<file path="config.mk">
export PLATFORM = sky130hd
export DESIGN_NAME = cs_sample_assembler
export DESIGN_NICKNAME = d
export VERILOG_FILES = /design/src/rtl/cs_sample_assembler.sv
export SDC_FILE = /design/constraint.sdc
export NUM_CORES = 1
export LEC_CHECK = 0
export ABC_CLOCK_PERIOD_IN_PS = 3600
export BUFFER_PORTS_ARGS = -buffer_cell sky130_fd_sc_hd__buf_2
export CAP_MARGIN = 40
export CELL_PAD_IN_SITES_DETAIL_PLACEMENT = 0
export CELL_PAD_IN_SITES_GLOBAL_PLACEMENT = 1
export CORE_UTILIZATION = 56
export DETAILED_ROUTE_END_ITERATION = 12
export PLACE_DENSITY_LB_ADDON = 0.1
export SKIP_CTS_REPAIR_TIMING = 1
export SYNTH_ARGS = -nofsm -noshare
export SYNTH_HDL_FRONTEND = slang
export SYNTH_SLANG_ARGS = --single-unit
</file>
<file path="constraint.sdc">
create_clock -name clk -period 3.6 [get_ports clk]
set_clock_uncertainty 0.15 [all_clocks]
set_input_delay 0.18 -clock clk [delete_from_list [all_inputs] [get_ports clk]]
set_output_delay 0.18 -clock clk [all_outputs]
set_load 0.01 [all_outputs]
</file>
<file path="src/rtl/cs_sample_assembler.sv">
// Packs MSB-first bytes from the SPI receiver into SAMPLE_W-bit samples and buffers one frame.
// Optional frame checksum byte and CHECK state are enabled with `define CS_FRAME_CHECKSUM_EN.
module cs_sample_assembler #(
    parameter int NUM_SAMPLES = 64,
    parameter int SAMPLE_W    = 16,
    parameter int ADDR_W      = 6
) (
    input  logic                clk,
    input  logic                rst_n,
    input  logic                byte_valid,
    input  logic [7:0]          byte_data,
    input  logic                frame_clr,
    input  logic                frame_ack,
    input  logic [ADDR_W-1:0]   rd_addr,
    output logic [SAMPLE_W-1:0] rd_data,
    output logic                frame_ready,
    output logic [ADDR_W:0]     fill_count,
`ifdef CS_FRAME_CHECKSUM_EN
    output logic                checksum_err,
`endif
    output logic                overflow_err
);

    localparam int BYTES_PER_SAMPLE = SAMPLE_W / 8;
    localparam int PH_W = (BYTES_PER_SAMPLE > 1) ? $clog2(BYTES_PER_SAMPLE) : 1;
    localparam logic [PH_W-1:0]  LAST_PHASE = PH_W'(BYTES_PER_SAMPLE - 1);
    localparam logic [ADDR_W:0]  LAST_IDX   = (ADDR_W + 1)'(NUM_SAMPLES - 1);

`ifdef CS_FRAME_CHECKSUM_EN
    typedef enum logic [1:0] {ST_FILL, ST_READY, ST_CHECK} state_t;
`else
    typedef enum logic [1:0] {ST_FILL, ST_READY} state_t;
`endif

    state_t                state_q, state_d;
    logic [PH_W-1:0]       phase_q, phase_d;
    logic [ADDR_W:0]       fill_q, fill_d;
    logic [SAMPLE_W-1:0]   shift_q, shift_d;
    logic                  ovf_q, ovf_d;
    logic                  mem_we;
    logic [SAMPLE_W-1:0]   word;
`ifdef CS_FRAME_CHECKSUM_EN
    logic [7:0]            xor_q, xor_d;
    logic                  cerr_q, cerr_d;
`endif

    logic [SAMPLE_W-1:0]   mem [0:NUM_SAMPLES-1];

    // Word as it would look after shifting in the current byte.
    generate
        if (BYTES_PER_SAMPLE == 1) begin : g_single
            assign word = byte_data;
        end else begin : g_multi
            assign word = {shift_q[SAMPLE_W-9:0], byte_data};
        end
    endgenerate

    always_comb begin
        state_d = state_q;
        phase_d = phase_q;
        fill_d  = fill_q;
        shift_d = shift_q;
        ovf_d   = ovf_q;
        mem_we  = 1'b0;
`ifdef CS_FRAME_CHECKSUM_EN
        xor_d   = xor_q;
        cerr_d  = cerr_q;
`endif
        if (frame_clr) begin
            state_d = ST_FILL;
            phase_d = '0;
            fill_d  = '0;
            ovf_d   = 1'b0;
`ifdef CS_FRAME_CHECKSUM_EN
            xor_d   = '0;
            cerr_d  = 1'b0;
`endif
        end else begin
            case (state_q)
                ST_FILL: begin
                    if (byte_valid) begin
                        shift_d = word;
`ifdef CS_FRAME_CHECKSUM_EN
                        xor_d   = xor_q ^ byte_data;
`endif
                        if (phase_q == LAST_PHASE) begin
                            mem_we  = 1'b1;
                            phase_d = '0;
                            fill_d  = fill_q + (ADDR_W + 1)'(1);
                            if (fill_q == LAST_IDX) begin
`ifdef CS_FRAME_CHECKSUM_EN
                                state_d = ST_CHECK;
`else
                                state_d = ST_READY;
`endif
                            end
                        end else begin
                            phase_d = phase_q + PH_W'(1);
                        end
                    end
                end
                ST_READY: begin
                    if (byte_valid) begin
                        ovf_d = 1'b1;
                    end
                    if (frame_ack) begin
                        state_d = ST_FILL;
                        phase_d = '0;
                        fill_d  = '0;
`ifdef CS_FRAME_CHECKSUM_EN
                        xor_d   = '0;
`endif
                    end
                end
`ifdef CS_FRAME_CHECKSUM_EN
                ST_CHECK: begin
                    if (byte_valid) begin
                        if (byte_data == xor_q) begin
                            state_d = ST_READY;
                            cerr_d  = 1'b0;
                        end else begin
                            // Corrupt frame is discarded; the buffer is never offered.
                            state_d = ST_FILL;
                            cerr_d  = 1'b1;
                            phase_d = '0;
                            fill_d  = '0;
                            xor_d   = '0;
                        end
                    end
                end
`endif
                default: state_d = ST_FILL;
            endcase
        end
    end

    always_ff @(posedge clk or negedge rst_n) begin
        if (!rst_n) begin
            state_q <= ST_FILL;
            phase_q <= '0;
            fill_q  <= '0;
            shift_q <= '0;
            ovf_q   <= 1'b0;
`ifdef CS_FRAME_CHECKSUM_EN
            xor_q   <= '0;
            cerr_q  <= 1'b0;
`endif
        end else begin
            state_q <= state_d;
            phase_q <= phase_d;
            fill_q  <= fill_d;
            shift_q <= shift_d;
            ovf_q   <= ovf_d;
`ifdef CS_FRAME_CHECKSUM_EN
            xor_q   <= xor_d;
            cerr_q  <= cerr_d;
`endif
        end
    end

    // Frame buffer carries no reset so it maps onto block RAM.
    always_ff @(posedge clk) begin
        if (mem_we) begin
            mem[fill_q[ADDR_W-1:0]] <= word;
        end
    end

    always_ff @(posedge clk or negedge rst_n) begin
        if (!rst_n) begin
            rd_data <= '0;
        end else begin
            rd_data <= mem[rd_addr];
        end
    end

    assign frame_ready  = (state_q == ST_READY);
    assign fill_count   = fill_q;
    assign overflow_err = ovf_q;
`ifdef CS_FRAME_CHECKSUM_EN
    assign checksum_err = cerr_q;
`endif

endmodule

</file>
==> impl_summary.md <==
Run status
The flow ran to the end, and the final reports show no timing, DRC or antenna violations.

Cells and area
The post-layout net count is approximately 2100. Relative to the synthesized area, the layout overhead comes to 14.3%. 0 antenna diodes ended up in the layout. The library cells used most frequently in the layout, excluding fill and tap cells, are sky130_fd_sc_hd__edfxtp_1, sky130_fd_sc_hd__mux4_2, sky130_fd_sc_hd__buf_4, sky130_fd_sc_hd__clkbuf_16, sky130_fd_sc_hd__nor2_1. The fraction of final layout cells sized beyond drive strength 1 is 26.8%. The library cell used most frequently in the layout, excluding fill and tap cells, is sky130_fd_sc_hd__edfxtp_1. The finished layout cell area is approximately 46000 um2.

Synthesis
The synthesized netlist devotes between 2 and 3% of its cell area to compound gates. Synthesis inferred 1058 register bits. Summing the areas of all and, or, nand and nor instances in the mapped netlist gives 2.66% of the synthesized area. The part of the Yosys area used for sequential elements is approximately four fifths. Of the total synthesized cell area, the portion taken by full adders, half adders and majority gates is 0.0309%.

During synthesis, Yosys emitted a total of 0 warnings. Averaged over all synthesized cells, the footprint is around 21 um2. In the synthesized netlist, the number of instances is between 1500 and 2000. Counting distinct cell types in the post-synthesis netlist gives 47. The cell area that synthesis handed to floorplanning was approximately 40000 um2. By area, the combinational part of the netlist is dominated by multiplexers. The number of nets in the synthesized netlist is approximately 1900.

The xor/xnor cell area share of the yosys netlist is less than 1%. After synthesis, the share of cell area in mux cells is approximately 15%.

Floorplan
The standard-cell row count is 98. The boundary pin count is 44. The area of the die is approximately 73000 um2. From left edge to right edge, the die measures about 270 um. The core outline area is just over 70000 um2. The chip height is 271 um.

For this configuration, the core starts out at a cell density of ~57%.

Placed design
The number of I/O port buffers is 43. The half-perimeter wire length of the detailed placement result is between 60000 and 70000 um. Prior to clock tree synthesis, the placed netlist has a worst setup slack of between 0.6 and 0.7 ns. In this run the cell area measured after placement is about 43000 um2.

The weighted congestion at the end of routability-driven global placement is roughly 0.84.

Power
The leakage power is 15.0 nW. After layout, the design draws a total of about 26 mW. The relative contribution of the clock network to total power is 41.6%. The power density normalized to cell area is around 560 nW/um2.

The design internal power is a little over 20 mW. The portion of total power attributed to sequential cells is between 50% and 60%. Net switching is a little over a fifth of the power. The analysis attributes to net switching a power of roughly 5.5 mW. Combinational cells account for between 5 and 6% of the total power. The peak supply drop is slightly above 0.0005 V.

Clocking
The root cell of the clock tree is sky130_fd_sc_hd__clkbuf_16. The clock passes through at most 3 buffers. The total number of H-tree levels is 3.

The clock transition at the registers of the reported paths is ~0.06 ns. The TritonCTS clock tree is done. The clock insertion delay at the later pin of the skew report is ~0.66 ns. For this design, the sink count on the clock tree is between 1000 and 1500. The clock buffer count from CTS is roughly 100.

Timing
The max-slew headroom at the worst pin is between 30% and 40%. The slew of the pin with the lowest slew margin is 0.943 ns. Derived from the worst setup path, the maximum achievable clock frequency is about 340 MHz. The final clock period utilization by the worst path is slightly above 80%. Setup violations remaining at the end of the flow were counted as 0. The final-layout worst hold slack is between 0.02 and 0.025 ns. The number of hold violations in the final report is 0. Setup slack on the critical path of the routed design comes to about 0.64 ns. Setup repair after global routing left no endpoint under its margin. Summed over all failing endpoints, the final setup total negative slack is 0 ns. Subtracting the final worst setup slack from the clock period gives just under 3 ns. The number of pins exceeding their max-slew limit in the final report came to 0.

Global route
Entering global routing, the biggest net connects a little over 70 pins. For this run the aggregate overflow at the end of global routing stands at 0. The via count of the first global-routing pass came to ~20000. The wire length of the first global-routing pass is roughly 140000 um. The number of antenna violations at the first check in global routing is 3. The combined global-route utilization of all metal layers is 27.7%.

Detailed routing
In the routed design, unresolved DRC markers number 0. In the routed layout, each cell is associated on average with a via count of about 6.4. After detailed routing, the average wire length per cell comes to between 30 and 40 um. In this run the remaining antenna-violating nets after routing total 0.

For this block, the routed nets add up to about 99000 um of wire. In this run, the number of DRC markers left after iteration 0 of detailed routing was around 2000. The via count of the routed design is 20000.

The first-pass iteration count of the detailed router is 5.

Critical path
Of all nets on the critical path, the largest fanout is 16. At the worst endpoint, the required time is approximately 3.8 ns. The kind of start point of the critical path is a register. The worst setup path is of the register to register kind.

The sort of element at the end of the critical path is a register. The arrival time of the worst setup path is 3.15 ns.

Run
The total of max-cap violations is 0.

Worst hold path
The worst hold path belongs to the class input pin to register.
-- metrics by stage --
| stage | cells | utilization, % |
|---|---|---|
| finish | 3139 | 64.7 |
| global placement | 2924 | 59.5 |
| CTS | 3126 | 64.5 |
| floorplan | 1894 | - |
| detailed placement | 2930 | 59.6 |
| global route | 3139 | 64.7 |
-- metal layers --
layer / track usage, % / vias up / routed length, um / part of all wire, %
met5: 0 / - / 8 / 0.0081
met4: 8.61 / 2 / 2720 / 2.7
met3: 4.22 / 150 / 7390 / 7.5
met2: 44.7 / 858 / 48800 / 49
met1: 39.7 / 10600 / 39900 / 40
li1: - / 8338 / - / -
-- synth_stat cells (all sizes together) --
master	instances	area share, %
edfxtp	1024	76
a221oi	26	0.56
nor2b	14	0.22
nor2	87	0.81
o2111ai	2	0.043
o21ai	21	0.26
o41ai	6	0.13
o211ai	2	0.037
dfrtp	34	2.1
clkbuf	43	0.40
and3b	1	0.022
mux4	226	13
nor3	8	0.099
a21o	1	0.019
nand2b	4	0.062
and3	1	0.015
o221ai	6	0.13
nand2	78	0.72
or3	4	0.062
xor2	3	0.065
mux2i	74	1.8
nand3	22	0.27
nand4	2	0.031
or3b	4	0.087
o22a	6	0.13
nor3b	1	0.019
o22ai	32	0.50
or2	1	0.015
a22oi	18	0.33
xnor2	2	0.043
ha	1	0.031
a21oi	19	0.24
a31oi	8	0.12
a211oi	16	0.30
nand3b	10	0.19
and2	3	0.046
mux2	8	0.22
a22o	1	0.022
a311oi	8	0.17
inv	2	0.019
buf	65	1.0
-- flip-flops by register name, summed over array words and instances (netlist names) --
name,cells
state_q,1
rd_data,16
phase_q,1
mem,1024
overflow_err,1
fill_count,7
shift_q,8
-- power by group through the flow --
| stage | Combinational [mW] | Clock [mW] | Sequential, mW |
|---|---|---|---|
| finish | 1.34 | 10.9 | 13.9 |
| global route | 1.41 | 11.5 | 13.9 |
| CTS | 1.34 | 11.0 | 13.9 |
| detailed placement | 1.34 | 0 | 14.2 |
| global placement | 1.26 | 0 | 14.2 |
| floorplan | 0.616 | 0 | 14.2 |
-- final cells by class --
class	count	area (um2)
clock buffers	137	2910
clock inverters	59	538
fillers	4838	25300
inverters	2	7.51
multi-input cells	726	8260
flip-flops and latches	1058	31600
well taps	950	1190
repair buffers	207	1700
-- final timing paths --
path,startpoint,end,slack [ns],depth (start not counted)
setup / recovery,state_q[0],mem[10][12],0.64,7
max in group asynchronous,rst_n,rd_data[12],2.45,4
min in group asynchronous,rst_n,fill_count[1],0.51,4
hold reg to reg,fill_count[6],fill_count[6],0.45,2
hold / removal,byte_data[2],mem[1][2],0.02,1
setup reg to reg,state_q[0],mem[10][12],0.64,7
-- worst max-delay path, stage by stage (launching register included) --
cell and delay, ns:
sky130_fd_sc_hd__dfrtp_1 0.45, sky130_fd_sc_hd__nor3b_1 0.20, sky130_fd_sc_hd__buf_4 0.21, sky130_fd_sc_hd__nand2_1 0.12, sky130_fd_sc_hd__nor2_1 0.46, sky130_fd_sc_hd__nand3b_1 0.48, sky130_fd_sc_hd__nor2_1 0.26, sky130_fd_sc_hd__buf_4 0.31
-- kinds of logic after synthesis --
kind of cell,after synthesis
fa+ha+maj,1
simple gates,240
compound gates,172
xor+xnor,5
flops,1058
buf+inv,110
mux,308
Power figures use the tool's default switching activity.
